**src/rtl/utopia_rx_arbiter.sv**
```systemverilog
// ---------------------------------------------------------------------------
// utopia_rx_arbiter
//
// Round-robin cell arbiter that shares the forwarding datapath among NUM_RX
// Utopia Rx ports. One requesting, enabled port is granted at a time, and the
// grant is held for a whole cell of CELL_BYTES bytes. The granted port's byte
// stream is multiplexed onto a single valid/ready output that carries SOP/EOP
// markers. The arbiter sits between the per-port Rx receivers and the cell
// lookup/forwarding stage. The port enable mask comes from CPU configuration.
//
// Ports
//   i_clk          system clock
//   i_rst          asynchronous reset, active-high
//   i_req          per-port "complete cell ready", held until its EOP moves
//   i_port_en      per-port enable mask; disabled ports are never granted
//   i_in_data      byte from port i at bits [8i+7:8i]
//   i_in_valid     per-port byte valid
//   o_in_ready     per-port byte accept (only the granted port can see it)
//   o_grant        registered one-hot grant, zero while idle
//   o_busy         cell transfer in progress
//   o_out_data     muxed byte towards the forwarding stage
//   o_out_valid    o_out_data valid
//   i_out_ready    downstream accepts the byte
//   o_out_sop      current byte is cell byte 0
//   o_out_eop      current byte is cell byte CELL_BYTES-1
//   o_out_port     registered index of the granted port
//   o_cell_count   cells forwarded since reset (wraps)
// ---------------------------------------------------------------------------
module utopia_rx_arbiter #(
  parameter int NUM_RX     = 4,
  parameter int CELL_BYTES = 53,
  parameter int PW         = $clog2(NUM_RX)
) (
  input  logic                 i_clk,
  input  logic                 i_rst,
  input  logic [NUM_RX-1:0]    i_req,
  input  logic [NUM_RX-1:0]    i_port_en,
  input  logic [NUM_RX*8-1:0]  i_in_data,
  input  logic [NUM_RX-1:0]    i_in_valid,
  output logic [NUM_RX-1:0]    o_in_ready,
  output logic [NUM_RX-1:0]    o_grant,
  output logic                 o_busy,
  output logic [7:0]           o_out_data,
  output logic                 o_out_valid,
  input  logic                 i_out_ready,
  output logic                 o_out_sop,
  output logic                 o_out_eop,
  output logic [PW-1:0]        o_out_port,
  output logic [15:0]          o_cell_count
);

  localparam int CW = (CELL_BYTES > 2) ? $clog2(CELL_BYTES) : 1;
  localparam logic [CW-1:0] LAST_BYTE = CW'(CELL_BYTES - 1);
  localparam logic [PW-1:0] LAST_PORT = PW'(NUM_RX - 1);

  typedef enum logic {
    ST_IDLE,
    ST_XFER
  } state_t;

  state_t              r_state;
  logic [NUM_RX-1:0]   r_grant;
  logic [PW-1:0]       r_outPort;
  logic [CW-1:0]       r_cnt;
  logic [PW-1:0]       r_last;
  logic [15:0]         r_cellCount;

  logic [NUM_RX-1:0]   w_eligible;
  logic                w_selFound;
  logic [PW-1:0]       w_selPort;
  logic [NUM_RX-1:0]   w_selOneHot;
  logic                w_inXfer;
  logic                w_inValidG;
  logic                w_xfer;
  logic                w_lastByte;

  // A port competes only while it both requests and is enabled.
  assign w_eligible = i_req & i_port_en;

  // Round-robin search that starts one past the last served port and wraps.
  // The first eligible port wins. The pointer moves only when a cell ends, so
  // a port that is alone in requesting is found again on its own turn.
  always_comb begin
    w_selFound = 1'b0;
    w_selPort  = '0;
    for (int k = 1; k <= NUM_RX; k++) begin
      if (!w_selFound && w_eligible[(int'(r_last) + k) % NUM_RX]) begin
        w_selFound = 1'b1;
        w_selPort  = PW'((int'(r_last) + k) % NUM_RX);
      end
    end
  end

  // One-hot version of the winner, loaded into the grant register.
  always_comb begin
    w_selOneHot = '0;
    w_selOneHot[w_selPort] = 1'b1;
  end

  // Datapath steering. Everything is gated by the XFER state, so in IDLE (and
  // while reset forces IDLE) the handshake outputs stay low whatever the
  // inputs do.
  assign w_inXfer    = (r_state == ST_XFER);
  assign w_inValidG  = i_in_valid[r_outPort];
  assign w_xfer      = w_inXfer && w_inValidG && i_out_ready;
  assign w_lastByte  = (r_cnt == LAST_BYTE);

  assign o_out_data  = i_in_data[{r_outPort, 3'b000} +: 8];
  assign o_out_valid = w_inXfer && w_inValidG;
  assign o_out_sop   = w_inXfer && (r_cnt == '0);
  assign o_out_eop   = w_inXfer && w_lastByte;
  assign o_busy      = w_inXfer;

  // Only the granted port sees ready, and it simply mirrors downstream ready.
  // A byte therefore moves on exactly the cycles that the output side
  // accepts it.
  always_comb begin
    o_in_ready = '0;
    if (w_inXfer) begin
      o_in_ready[r_outPort] = i_out_ready;
    end
  end

  // Arbitration FSM and its registered outputs. The grant is taken in IDLE.
  // In XFER the byte counter advances on each accepted byte. The EOP byte
  // releases the grant, records the served port for the round-robin pointer
  // and counts the cell. Reset drops any partial cell without counting it.
  always_ff @(posedge i_clk or posedge i_rst) begin
    if (i_rst) begin
      r_state     <= ST_IDLE;
      r_grant     <= '0;
      r_outPort   <= '0;
      r_cnt       <= '0;
      r_last      <= LAST_PORT;
      r_cellCount <= '0;
    end else begin
      unique case (r_state)
        ST_IDLE: begin
          if (w_selFound) begin
            r_grant   <= w_selOneHot;
            r_outPort <= w_selPort;
            r_cnt     <= '0;
            r_state   <= ST_XFER;
          end
        end
        ST_XFER: begin
          if (w_xfer) begin
            if (w_lastByte) begin
              r_cnt       <= '0;
              r_last      <= r_outPort;
              r_cellCount <= r_cellCount + 16'd1;
              r_grant     <= '0;
              r_state     <= ST_IDLE;
            end else begin
              r_cnt <= r_cnt + 1'b1;
            end
          end
        end
        default: begin
          r_state <= ST_IDLE;
          r_grant <= '0;
        end
      endcase
    end
  end

  assign o_grant      = r_grant;
  assign o_out_port   = r_outPort;
  assign o_cell_count = r_cellCount;

endmodule

```
**config.mk**
```make
export PLATFORM = sky130hd
export DESIGN_NAME = utopia_rx_arbiter
export DESIGN_NICKNAME = d
export VERILOG_FILES = /design/src/rtl/utopia_rx_arbiter.sv
export SDC_FILE = /design/constraint.sdc
export NUM_CORES = 1
export LEC_CHECK = 0
export CAP_MARGIN = 25
export CORE_MARGIN = 5
export CORE_UTILIZATION = 45
export CTS_CLUSTER_DIAMETER = 200
export DETAILED_ROUTE_END_ITERATION = 12
export DONT_BUFFER_PORTS = 1
export HOLD_SLACK_MARGIN = 0.15
export PLACE_DENSITY = 0.69
export SYNTH_ARGS = -nofsm -noshare
export SYNTH_HDL_FRONTEND = slang
export SYNTH_SLANG_ARGS = --single-unit
```
**constraint.sdc**
```tcl
create_clock -name i_clk -period 3.7 [get_ports i_clk]
set_input_delay 0.74 -clock i_clk [delete_from_list [all_inputs] [get_ports i_clk]]
set_output_delay 0.74 -clock i_clk [all_outputs]
set_load 0.03 [all_outputs]
```
==> flow_metrics.py <==
metrics = {
    "synthesis": {
        "synth.cell_area_sq_mm": 0.00181,
        "ys_ff_latch": 31,
        "synth_edf_count": 0,
        "async_reset_ff_share_pct": 100,
        "ys.flop_type": "dfrtp_1",
        "synth_nets": 221,
        "synth.avg_cell_area_sq_um": 10.6,
        "yosys_warnings": 0,
        "seq_area_frac_synth_pct": 42.9,
        "synthCells": 171,
        "yosysUniqueCellTypes": 42,
    },
    "global_route": {
        "grt_pass1_vias": 1489,
        "antenna_found_initial": 0,
        "grt_overflow": 0,
        "grt_pass1_wl_mm": 7.53,
        "grt_use_total_pct": 18.7,
        "grt_max_degree": 21,
    },
    "clocking": {
        "insertion_delay_ns": 0.28,
        "postCtsResizedCells": 0,
        "clk_pin_slew_ns": 0.06,
        "htree_levels": 2,
        "post_cts_buffers": 0,
        "cts.sinks": 31,
        "cts_hold_buf": 0,
        "cts_tree": "built",
        "cts_buffer_depth": 2,
        "numCtsBuffers": 5,
        "cts-root-buf": "clkbuf_8",
    },
    "worst_setup_path": {
        "critPathMaxFanout": 15,
        "worstPathRequired_ns": 2.96,
        "slowest_delay_ns": 0.85,
        "setup.worst_path.end_class": "output pin",
        "crit_chain": "mux2i_1, nor2b_1, a211oi_1, buf_4",
        "worst_path_max_delay_cell": "dfrtp_1",
        "cp-start-kind": "register",
        "critPathKind": "reg -> out",
        "cp_data_arrival_time_ns": 2.05,
        "cp_num_buf_inv": 1,
        "worst_path_dominant_cell_family": "flip-flops",
    },
    "timing": {
        "setup_tns_ns": 0,
        "max_freq_ghz": 0.359,
        "finalCritPeriodShare_pct": 75.3,
        "rsz0062_at_grt": "no",
        "post-route-min-period_ns": 2.79,
        "final-setup-viol-count": 0,
        "hold_viol": 0,
        "worst_slew_pin_slew_ns": 0.895,
        "finalClockSkew_ns": 0.00492,
        "timing.slew.headroom_pct": 40.3,
        "maxSlewViolCount": 0,
    },
    "final_layout": {
        "final_common_cell": "dfrtp_1",
        "num_antenna_cells": 0,
        "area_delta_synth_final_pct": 10.2,
        "drive_above_1_share_pct": 14.7,
        "most-common-layout-cells": "dfrtp_1, nand2_1, nand3_1, nor2_1",
        "fin_nets": 226,
    },
    "drt": {
        "num_vias": 1457,
        "drt_wl_total_mm": 4.90,
        "vias_per_cell": 6.42,
        "wl_per_cell_um": 21.6,
        "drt-pass1-iter-count": 4,
        "route.antenna.remaining_nets": 0,
        "drt_iter0_drc": 65,
        "drc": 0,
    },
    "die": {
        "fp.dieH_um": 73.5,
        "num_io_pins": 85,
        "die_area_sq_mm": 0.00540,
        "core_sq_mm": 0.00394,
        "die_w_um": 73.5,
        "start_util_pct": 46.0,
        "rows": 23,
    },
    "pwr": {
        "irDropWorstVdd_uv": 204,
        "powerDensity_mw_per_mm2": 478,
        "power_leakage_uw": 0.000901,
        "p_total_uw": 956,
    },
    "run": {
        "cap_violations": 0,
    },
    "placement": {
        "dp_hpwl_mm": 3.96,
        "gp_congestion": 0.790,
        "io_buffers": 0,
    },
    "min_path": {
        "hold_class": "in -> async",
    },
    "status": {
        "status": "finished, final reports clean",
    },
}
[cells by family after synthesis]
family	count (synthesis)	synth area share, %
compound gates	33	12.3
xor+xnor	15	7.25
fa+ha+maj	3	2.07
buf+inv	12	2.76
flops	31	42.9
mux	13	12.9
simple gates	64	19.8
[cells in the mapped netlist (3+ instances only)]
master / number / area, sq um
a211oi_1: 3 / 22.5
a21oi_1: 8 / 40.0
a22o_1: 3 / 26.3
and3_1: 4 / 25.0
buf_2: 4 / 20.0
dfrtp_1: 29 / 726
ha_1: 3 / 37.5
inv_1: 6 / 22.5
mux2_2: 3 / 33.8
mux4_2: 8 / 180
nand2_1: 10 / 37.5
nand3_1: 9 / 45.0
nand4_1: 6 / 37.5
nor2_1: 9 / 33.8
nor3_1: 7 / 35.0
nor3b_1: 3 / 22.5
o21ai_0: 4 / 20.0
o22ai_1: 3 / 18.8
o31ai_1: 3 / 22.5
xnor2_1: 7 / 61.3
xor2_1: 8 / 70.1
[final timing paths]
check / slack, ns / depth (start not counted) / startpoint / end
min in group i_clk: 0.60 / 2 / r_cnt[1]$_DFFE_PP0P_ / r_cnt[1]$_DFFE_PP0P_
min: 0.39 / 1 / i_rst / r_cnt[0]$_DFFE_PP0P_
max in group asynchronous: 2.84 / 2 / i_rst / o_cell_count[1]$_DFFE_PP0P_
max reg2reg: 1.19 / 4 / o_out_port[0]$_DFFE_PP0P_ / o_cell_count[1]$_DFFE_PP0P_
min reg2reg: 0.60 / 2 / r_cnt[1]$_DFFE_PP0P_ / r_cnt[1]$_DFFE_PP0P_
max: 0.91 / 4 / o_out_port[1]$_DFFE_PP0P_ / o_out_valid
[power breakdown]
part	switching [uW]	leakage (uW)	internal [uW]	total, uW
Clock	121	0.0000515	169	290
Combinational	142	0.000443	95.0	237
Sequential	58.3	0.000407	370	428
Total	321	0.000901	635	956
[through the flow]
| stage | area, sq um | hold slack, ns | instances | worst slack, ns | utilization (%) |
|---|---|---|---|---|---|
| global route | 2000 | 0.404 | 227 | 0.696 | 50.7 |
| detailed placement | 1900 | 0.585 | 219 | 1.17 | 48.1 |
| finish | 2000 | 0.385 | 227 | 0.913 | 50.7 |
| floorplan | 1810 | 0.544 | 171 | 1.12 | - |
| CTS | 2000 | 0.391 | 227 | 0.874 | 50.7 |
| global placement | 1870 | 0.575 | 218 | 1.25 | 47.4 |
[cell type report]
cell class	instances	area [sq um]
flip-flops and latches	31	778
fillers	351	1940
clock buffers	8	100
repair buffers	4	50.0
multi-input cells	128	985
well taps	50	62.6
inverters	6	22.5
[registers in the layout, summed over array words and instances (netlist names)]
signal / count
o_cell_count: 16
o_out_port: 2
o_busy: 1
r_last: 2
o_grant: 4
r_cnt: 6
[per-layer routing]
layer  global-route usage [%]  wire [um]
met1                     20.5       1770
met2                     32.6       2470
met3                     7.93        605
met4                     5.43         60
met5                        0          0
(Power assumes the default switching activity.)
